File: src/rtl/multdiv_sequencer_pkg.sv
// rtl/multdiv_sequencer_pkg.sv - shared constants and FSM state encoding for the multdiv sequencer
package multdiv_sequencer_pkg;

    localparam logic [4:0] OP_RTYPE = 5'b00000;
    localparam logic [4:0] ALU_MUL  = 5'b00110;
    localparam logic [4:0] ALU_DIV  = 5'b00111;

    localparam logic [4:0]  RSTATUS_REG = 5'd30;
    localparam logic [31:0] MUL_EXC     = 32'd4;
    localparam logic [31:0] DIV_EXC     = 32'd5;

    localparam int DEFAULT_TIMEOUT_CYCLES = 40;

    typedef logic [1:0] state_t;
    localparam state_t S_IDLE  = 2'd0;
    localparam state_t S_START = 2'd1;
    localparam state_t S_WAIT  = 2'd2;
    localparam state_t S_WB    = 2'd3;

endpackage

File: src/rtl/multdiv_sequencer_if.sv
// rtl/multdiv_sequencer_if.sv - start/operand/result handshake between sequencer and multdiv unit
interface multdiv_sequencer_if;

    logic        ctrl_MULT;
    logic        ctrl_DIV;
    logic [31:0] md_a;
    logic [31:0] md_b;
    logic [31:0] md_result;
    logic        md_exception;
    logic        md_ready;

    modport master (
        output ctrl_MULT, ctrl_DIV, md_a, md_b,
        input  md_result, md_exception, md_ready
    );

    modport slave (
        input  ctrl_MULT, ctrl_DIV, md_a, md_b,
        output md_result, md_exception, md_ready
    );

endinterface

File: src/rtl/md_watchdog.sv
// rtl/md_watchdog.sv - saturating wait-cycle counter with timeout compare
module md_watchdog
    import multdiv_sequencer_pkg::*;
#(
    parameter int TIMEOUT_CYCLES = DEFAULT_TIMEOUT_CYCLES
) (
    input  logic clock,
    input  logic reset,
    input  logic run,
    output logic expired
);

    logic [5:0] count;

    // Held at zero outside WAIT, so every entry into WAIT starts from a clean count.
    always_ff @(posedge clock) begin
        if (reset || !run) begin
            count <= '0;
        end else if (count != 6'h3f) begin
            count <= count + 6'd1;
        end
    end

    assign expired = run && (count >= 6'(TIMEOUT_CYCLES));

endmodule

File: src/rtl/multdiv_sequencer.sv
// rtl/multdiv_sequencer.sv - stalls decode while a mul/div runs on the multdiv unit, then writes back
module multdiv_sequencer
    import multdiv_sequencer_pkg::*;
#(
    parameter int TIMEOUT_CYCLES = DEFAULT_TIMEOUT_CYCLES
) (
    input  logic                clock,
    input  logic                reset,
    input  logic                insn_valid,
    input  logic [4:0]          opcode,
    input  logic [4:0]          alu_op,
    input  logic [4:0]          rd,
    input  logic [31:0]         operand_a,
    input  logic [31:0]         operand_b,
    multdiv_sequencer_if.master md,
    output logic                stall,
    output logic                wb_en,
    output logic [4:0]          wb_reg,
    output logic [31:0]         wb_data,
    output logic                timeout
);

    state_t      state;
    logic        is_div;
    logic [4:0]  rd_q;
    logic [31:0] a_q;
    logic [31:0] b_q;
    logic [31:0] result_q;
    logic        exc_q;
    logic        detect;
    logic        expired;

    assign detect = !reset && insn_valid && (opcode == OP_RTYPE) &&
                    ((alu_op == ALU_MUL) || (alu_op == ALU_DIV));

    md_watchdog #(.TIMEOUT_CYCLES(TIMEOUT_CYCLES)) u_watchdog (
        .clock   (clock),
        .reset   (reset),
        .run     (state == S_WAIT),
        .expired (expired)
    );

    always_ff @(posedge clock) begin
        if (reset) begin
            state    <= S_IDLE;
            is_div   <= 1'b0;
            rd_q     <= '0;
            a_q      <= '0;
            b_q      <= '0;
            result_q <= '0;
            exc_q    <= 1'b0;
        end else begin
            case (state)
                S_IDLE: begin
                    if (detect) begin
                        a_q    <= operand_a;
                        b_q    <= operand_b;
                        rd_q   <= rd;
                        is_div <= (alu_op == ALU_DIV);
                        state  <= S_START;
                    end
                end
                S_START: state <= S_WAIT;
                S_WAIT: begin
                    // A result arriving on the expiry cycle still counts.
                    if (md.md_ready) begin
                        result_q <= md.md_result;
                        exc_q    <= md.md_exception;
                        state    <= S_WB;
                    end else if (expired) begin
                        state <= S_IDLE;
                    end
                end
                S_WB:    state <= S_IDLE;
                default: state <= S_IDLE;
            endcase
        end
    end

    assign md.ctrl_MULT = (state == S_START) && !is_div;
    assign md.ctrl_DIV  = (state == S_START) && is_div;
    assign md.md_a      = a_q;
    assign md.md_b      = b_q;

    assign stall   = ((state == S_IDLE) && detect) || (state == S_START) || (state == S_WAIT);
    assign timeout = (state == S_WAIT) && !md.md_ready && expired;

    always_comb begin
        wb_en   = 1'b0;
        wb_reg  = '0;
        wb_data = '0;
        if (state == S_WB) begin
            if (exc_q) begin
                wb_en   = 1'b1;
                wb_reg  = RSTATUS_REG;
                wb_data = is_div ? DIV_EXC : MUL_EXC;
            end else begin
                wb_en   = (rd_q != 5'd0);
                wb_reg  = rd_q;
                wb_data = result_q;
            end
        end
    end

endmodule
File: src/flat_wrapper.sv
// flat-port wrapper written by rule: the top's interface ports become plain ports
module multdiv_sequencer_flat import multdiv_sequencer_pkg::*;
#(
    parameter int TIMEOUT_CYCLES = DEFAULT_TIMEOUT_CYCLES
)
  (clock, reset, insn_valid, opcode, alu_op, rd, operand_a, operand_b, stall, wb_en, wb_reg, wb_data, timeout, md_ctrl_MULT, md_ctrl_DIV, md_md_a, md_md_b, md_md_result, md_md_exception, md_md_ready);
  multdiv_sequencer_if md_i ();
  input  logic clock;
  input  logic reset;
  input  logic insn_valid;
  input  logic [4:0] opcode;
  input  logic [4:0] alu_op;
  input  logic [4:0] rd;
  input  logic [31:0] operand_a;
  input  logic [31:0] operand_b;
  output logic stall;
  output logic wb_en;
  output logic [4:0] wb_reg;
  output logic [31:0] wb_data;
  output logic timeout;
  output wire logic [$bits(md_i.ctrl_MULT)-1:0] md_ctrl_MULT;
  output wire logic [$bits(md_i.ctrl_DIV)-1:0] md_ctrl_DIV;
  output wire logic [$bits(md_i.md_a)-1:0] md_md_a;
  output wire logic [$bits(md_i.md_b)-1:0] md_md_b;
  input wire logic [$bits(md_i.md_result)-1:0] md_md_result;
  input wire logic [$bits(md_i.md_exception)-1:0] md_md_exception;
  input wire logic [$bits(md_i.md_ready)-1:0] md_md_ready;
  assign md_ctrl_MULT = md_i.ctrl_MULT;
  assign md_ctrl_DIV = md_i.ctrl_DIV;
  assign md_md_a = md_i.md_a;
  assign md_md_b = md_i.md_b;
  assign md_i.md_result = md_md_result;
  assign md_i.md_exception = md_md_exception;
  assign md_i.md_ready = md_md_ready;
  multdiv_sequencer #(.TIMEOUT_CYCLES(TIMEOUT_CYCLES)) u_core (.clock(clock), .reset(reset), .insn_valid(insn_valid), .opcode(opcode), .alu_op(alu_op), .rd(rd), .operand_a(operand_a), .operand_b(operand_b), .md(md_i), .stall(stall), .wb_en(wb_en), .wb_reg(wb_reg), .wb_data(wb_data), .timeout(timeout));
endmodule
File: config.mk
export PLATFORM = sky130hd
export DESIGN_NAME = multdiv_sequencer_flat
export DESIGN_NICKNAME = d
export VERILOG_FILES = /design/src/rtl/multdiv_sequencer_pkg.sv /design/src/rtl/multdiv_sequencer_if.sv /design/src/rtl/md_watchdog.sv /design/src/rtl/multdiv_sequencer.sv /design/src/flat_wrapper.sv
export SDC_FILE = /design/constraint.sdc
export NUM_CORES = 1
export LEC_CHECK = 0
export ABC_CLOCK_PERIOD_IN_PS = 3500
export CAP_MARGIN = 10
export CORE_MARGIN = 2
export CORE_UTILIZATION = 40
export CTS_BUF_LIST = sky130_fd_sc_hd__clkbuf_4 sky130_fd_sc_hd__clkbuf_8
export CTS_CLUSTER_SIZE = 14
export DETAILED_ROUTE_END_ITERATION = 8
export PLACE_DENSITY = 0.8
export SYNTH_ARGS = -nofsm -noshare
export SYNTH_HDL_FRONTEND = slang
export SYNTH_SLANG_ARGS = --single-unit
File: constraint.sdc
create_clock -name clock -period 3.5 [get_ports clock]
set_clock_uncertainty 0.2 [all_clocks]
set_input_delay 0.7 -clock clock [delete_from_list [all_inputs] [get_ports clock]]
set_output_delay 0.7 -clock clock [all_outputs]
set_load 0.03 [all_outputs]
==> results.md <==
- The launch instance of the worst register-to-register path is u_core.state[0].
- The final routed wire length divided by cell count is 13.8 µm.
- Sequential cells account for 52.6% of the total power.
- The share of total power dissipated in the clock network is 36.9%.
- The reg2reg setup slack is 1.73 ns.
- IR analysis of the VDD net gives a maximum drop of 0.314 mV.
- Sorting the synthesized cells by area gives the leading types as dfxtp_1 44%, nand2b_1 18%, mux2i_1 14%, nand2_1 5.1%, a21oi_1 3.9%.
- dfxtp_1 takes more of the synthesized area than any other cell.
- The area of placed instances is 7300 µm².
- The via-per-instance ratio is 4.68.
- In this run, post-CTS hold repair placed 0 buffers.
- The number of max-slew violations in the final report came to 0.
- Across the run, the number of max-cap violations was 0.
- The worst hold path begins at u_core.result_q[8].
- Setup slack closes at 0.143 ns.
- The number of global-route vias before repair is 4318.
- The share of power burned in combinational logic is 10.5%.
- Global routing finished with a remaining overflow of 0.
- The synthesized netlist devotes 5.18% of its cell area to compound gates.
- In this run the power spent charging and discharging nets is 0.000514 W.
- The most common flop cell mapped by yosys is dfxtp_1.
- CTS saw 111 sinks.
- The internal power component is 0.00193 W.
- STA classifies the critical path startpoint as a primary input.
- In this run the tightest slew margin relative to its limit is 26.8%.
- In the synthesized netlist, mux cells make up 14.0% of the area.
- The buffer depth of the longest clock path is 2.
- The time the worst path needs with I/O delays and setup is 3.36 ns.
- Counting every net in the synthesized netlist gives 669.
- The critical register-to-register path endpoint is u_core.md.md_a[18].
- The initial DRC count is 172.
- The area share of xor/xnor cells in the synthesized design is 0.346%.
- The cell with the largest stage delay on the worst path is clkdlybuf4s50_1.
- Routability-driven placement finished with a final weighted congestion of 0.801.
- The area added between synthesis and finish is 48.7%.
- At the end of the flow, the number of nets in the layout was 871.
- The worst hold endpoint is u_core.result_q[8].
- The run finished with clean final reports.
- In this design, the stage delay of the slowest critical-path cell is 0.69 ns.
- The pre-antenna-repair detailed-routing pass consisted of 4 iterations.
- The post-route fraction of the period consumed by the critical path is 95.9%.
- Fill cells in the final layout number 1119.
- The type of destination of the critical path is a primary output.
- In this design, the critical path's most frequently occurring cell is clkdlybuf4s50_1.
- The die covers 13600 µm².
- The TritonCTS buffer count is 9.
- Once detailed placement completed, the half-perimeter wirelength came to 9.35 mm.
- Summing the areas of all and, or, nand and nor instances in the mapped netlist gives 30.5% of the synthesized area.
- The logic depth of the worst register-to-register path is 4.
- After synthesis the netlist holds a flip-flop and latch count of 111.
- The share of final-layout standard cells stronger than drive strength 1 is 3.96%.
- In the global route stage, overall resource usage came out at 18.5%.
- The H-tree level count is 3.
- The total power per unit cell area is 324 nW/µm².
- The initial antenna violation count is 0.
- The async set-or-reset flop fraction in the synthesized netlist is 0%.
- The instance count along the most critical hold path is 2.
- Net switching is 21.1% of the power.
- The routed design has 12.9 mm of wire.
- The starting utilization of the core area is 40.5%.
- The clock reaches the later pin of the worst-skew pair after 0.36 ns.
- The maximum fanout along the worst path is 2.
- The cell count after synthesis came out at 551.
- TritonCTS built the clock tree.
- The height of the die is 117 µm.
- At the worst endpoint, the required time is 2.60 ns.
- Data arrives at the worst endpoint at 2.46 ns.
- The number of different library cells used by synthesis comes to 36.
- Setup repair after global routing left no endpoint under its margin.
- The worst min-delay path class is flip-flop to flip-flop.
- By area, the combinational part of the netlist is dominated by simple AND/OR/NAND/NOR gates.
- For the pin with the worst max-slew slack, the measured transition is 1.10 ns.
- The highest achievable clock rate is 298 MHz.
- The static leakage power is 3.11 nW.
- After synthesis, the largest area contributor takes up 43.8% of total cell area.
- Once detail routing completed, the nets flagged for antenna violations numbered 0.
- The signal on the critical path passes through clkdlybuf4s50_1, nor3b_2, a31oi_1, a21oi_1, clkdlybuf4s50_1.
- The floorplan has 41 rows.
- The final number of setup-violating endpoints is 0.
- The region available for standard cell placement spans 12500 µm².
- Entering global routing, the biggest net connects 146 pins.
- The total count of hold-check failures in the final report is 0.
- The diode insertion count for antenna repair is 0.
- The overall via count from detail_route is 4353.
- Summed over all failing endpoints, the final setup total negative slack is 0 ns.
- The fraction of the mapped netlist area in adder cells is 0.494%.
- After routing the design area is 7540 µm².
- The root cell of the clock tree is clkbuf_8.
- The buffer count from post-CTS setup fixing is 0.
- At the placement stage, the worst setup path has a slack of 0.104 ns.
- In the routed design, unresolved DRC markers number 0.
- The number of buffer cells added on primary ports is 221.
- In this run the horizontal extent of the chip is 117 µm.
- The CTS clock-pin slew for the worst setup and hold paths is 0.10 ns.
- By startpoint and endpoint, the worst setup path is classified as primary input to primary output.
- Sequential cells were found to cover 43.8% of the synthesized design area.
- For this run, the number of Yosys warnings is 0.
- The number of gates resized after CTS is 0.
- The wire length of the first global-routing pass is 19.9 mm.
- After synthesis the cells add up to 5070 µm².
- The number of enable-type register cells in the synthesized netlist is 0.
- The average footprint of a synthesized cell is 9.20 µm².
- The number of ports placed on the die boundary is 222.
Yosys cell counts (3+ instances only):
library cell    n
inv_1           5
nand3_1         3
nand2b_1      142
a21oi_1        40
clkbuf_1       26
buf_12          7
mux2i_1        71
and2_1         31
nand2_1        69
nor2_1         15
dfxtp_1       111
per-stage QoR:
stage / util, % / hold slack (ns) / power (W) / std cells
after detailed placement: 58.3 / 0.244 / 0.00157 / 914
after CTS: 60.2 / 0.258 / 0.00248 / 930
final: 60.2 / 0.257 / 0.00244 / 930
after floorplan: - / 0.232 / 0.00141 / 551
after global placement: 58.3 / 0.237 / 0.00156 / 914
after global routing: 60.2 / 0.280 / 0.00254 / 930
flip-flops by register name, indices dropped and copies added, names as in the netlist:
name / cells
u_core.md.md_a: 32
u_core.is_div: 1
u_core.result_q: 32
u_core.md.md_b: 32
u_core.state: 2
u_core.exc_q: 1
u_core.rd_q: 5
u_core.u_watchdog.count: 6
layout by cell type, fill, tap and decap left out, types with 2 or more instances in the layout:
master,instances
clkdlybuf4s50_1,219
nand2b_1,142
dfxtp_1,111
mux2i_1,71
nand2_1,69
a21oi_1,40
and2_1,31
nor2_1,15
clkbuf_8,9
buf_4,9
inv_1,5
nand3_1,3
bufinv_16,3
a31oi_1,2
a2111oi_0,2
o21ai_0,2
ha_1,2
clkinv_2,2
worst max-delay path, delay by kind of cell:
kind | cells | cell delay (ns)
and+or+nand+nor | 1 | 0.30
AOI/OAI and AO/OA | 2 | 0.32
buffers and inverters | 2 | 1.13
layer usage:
metal  global-route usage, %  wire [µm]  vias up
li1                        -          -     2178
met1                    19.6       5130     2031
met2                    34.6       6710      125
met3                    6.07        808       19
met4                    5.96        222        0
met5                       0          0        -
final cells by class:
type | count | area, µm² | area share, %
multi-input combinational | 397 | 2560 | 34.0
clock buffer | 10 | 131 | 1.74
timing repair buffer | 229 | 2280 | 30.2
sequential | 111 | 2220 | 29.5
clock inverter | 6 | 109 | 1.44
tap | 172 | 215 | 2.85
inverter | 5 | 18.8 | 0.249
power groups by stage:
stage          Sequential, W  Combinational (W)  Clock, W
2_1_floorplan        0.00131           0.000103         0
3_3_place_gp         0.00131           0.000251         0
3_5_place_dp         0.00131           0.000258         0
4_1_cts              0.00128           0.000259  0.000932
5_1_grt              0.00129           0.000279  0.000975
6_report             0.00128           0.000257  0.000900
cell families (layout without fill, tap and decap cells):
group | after synthesis | count (layout)
xor+xnor | 2 | 2
fa+ha+maj | 2 | 2
simple gates | 273 | 273
compound gates | 49 | 49
buf+inv | 43 | 250
mux | 71 | 71
flops | 111 | 111
worst max-delay path by stage:
stage | from | end | slack [ns] | cells past startpoint
after global placement | insn_valid | stall | 0.14 | 5
final | insn_valid | stall | 0.14 | 5
after CTS | insn_valid | stall | 0.11 | 5
after floorplan | md_md_ready | timeout | 0.85 | 1
after global routing | insn_valid | stall | 0.05 | 5
after detailed placement | insn_valid | stall | 0.10 | 5
No activity file was read; power rests on OpenSTA's default activity.
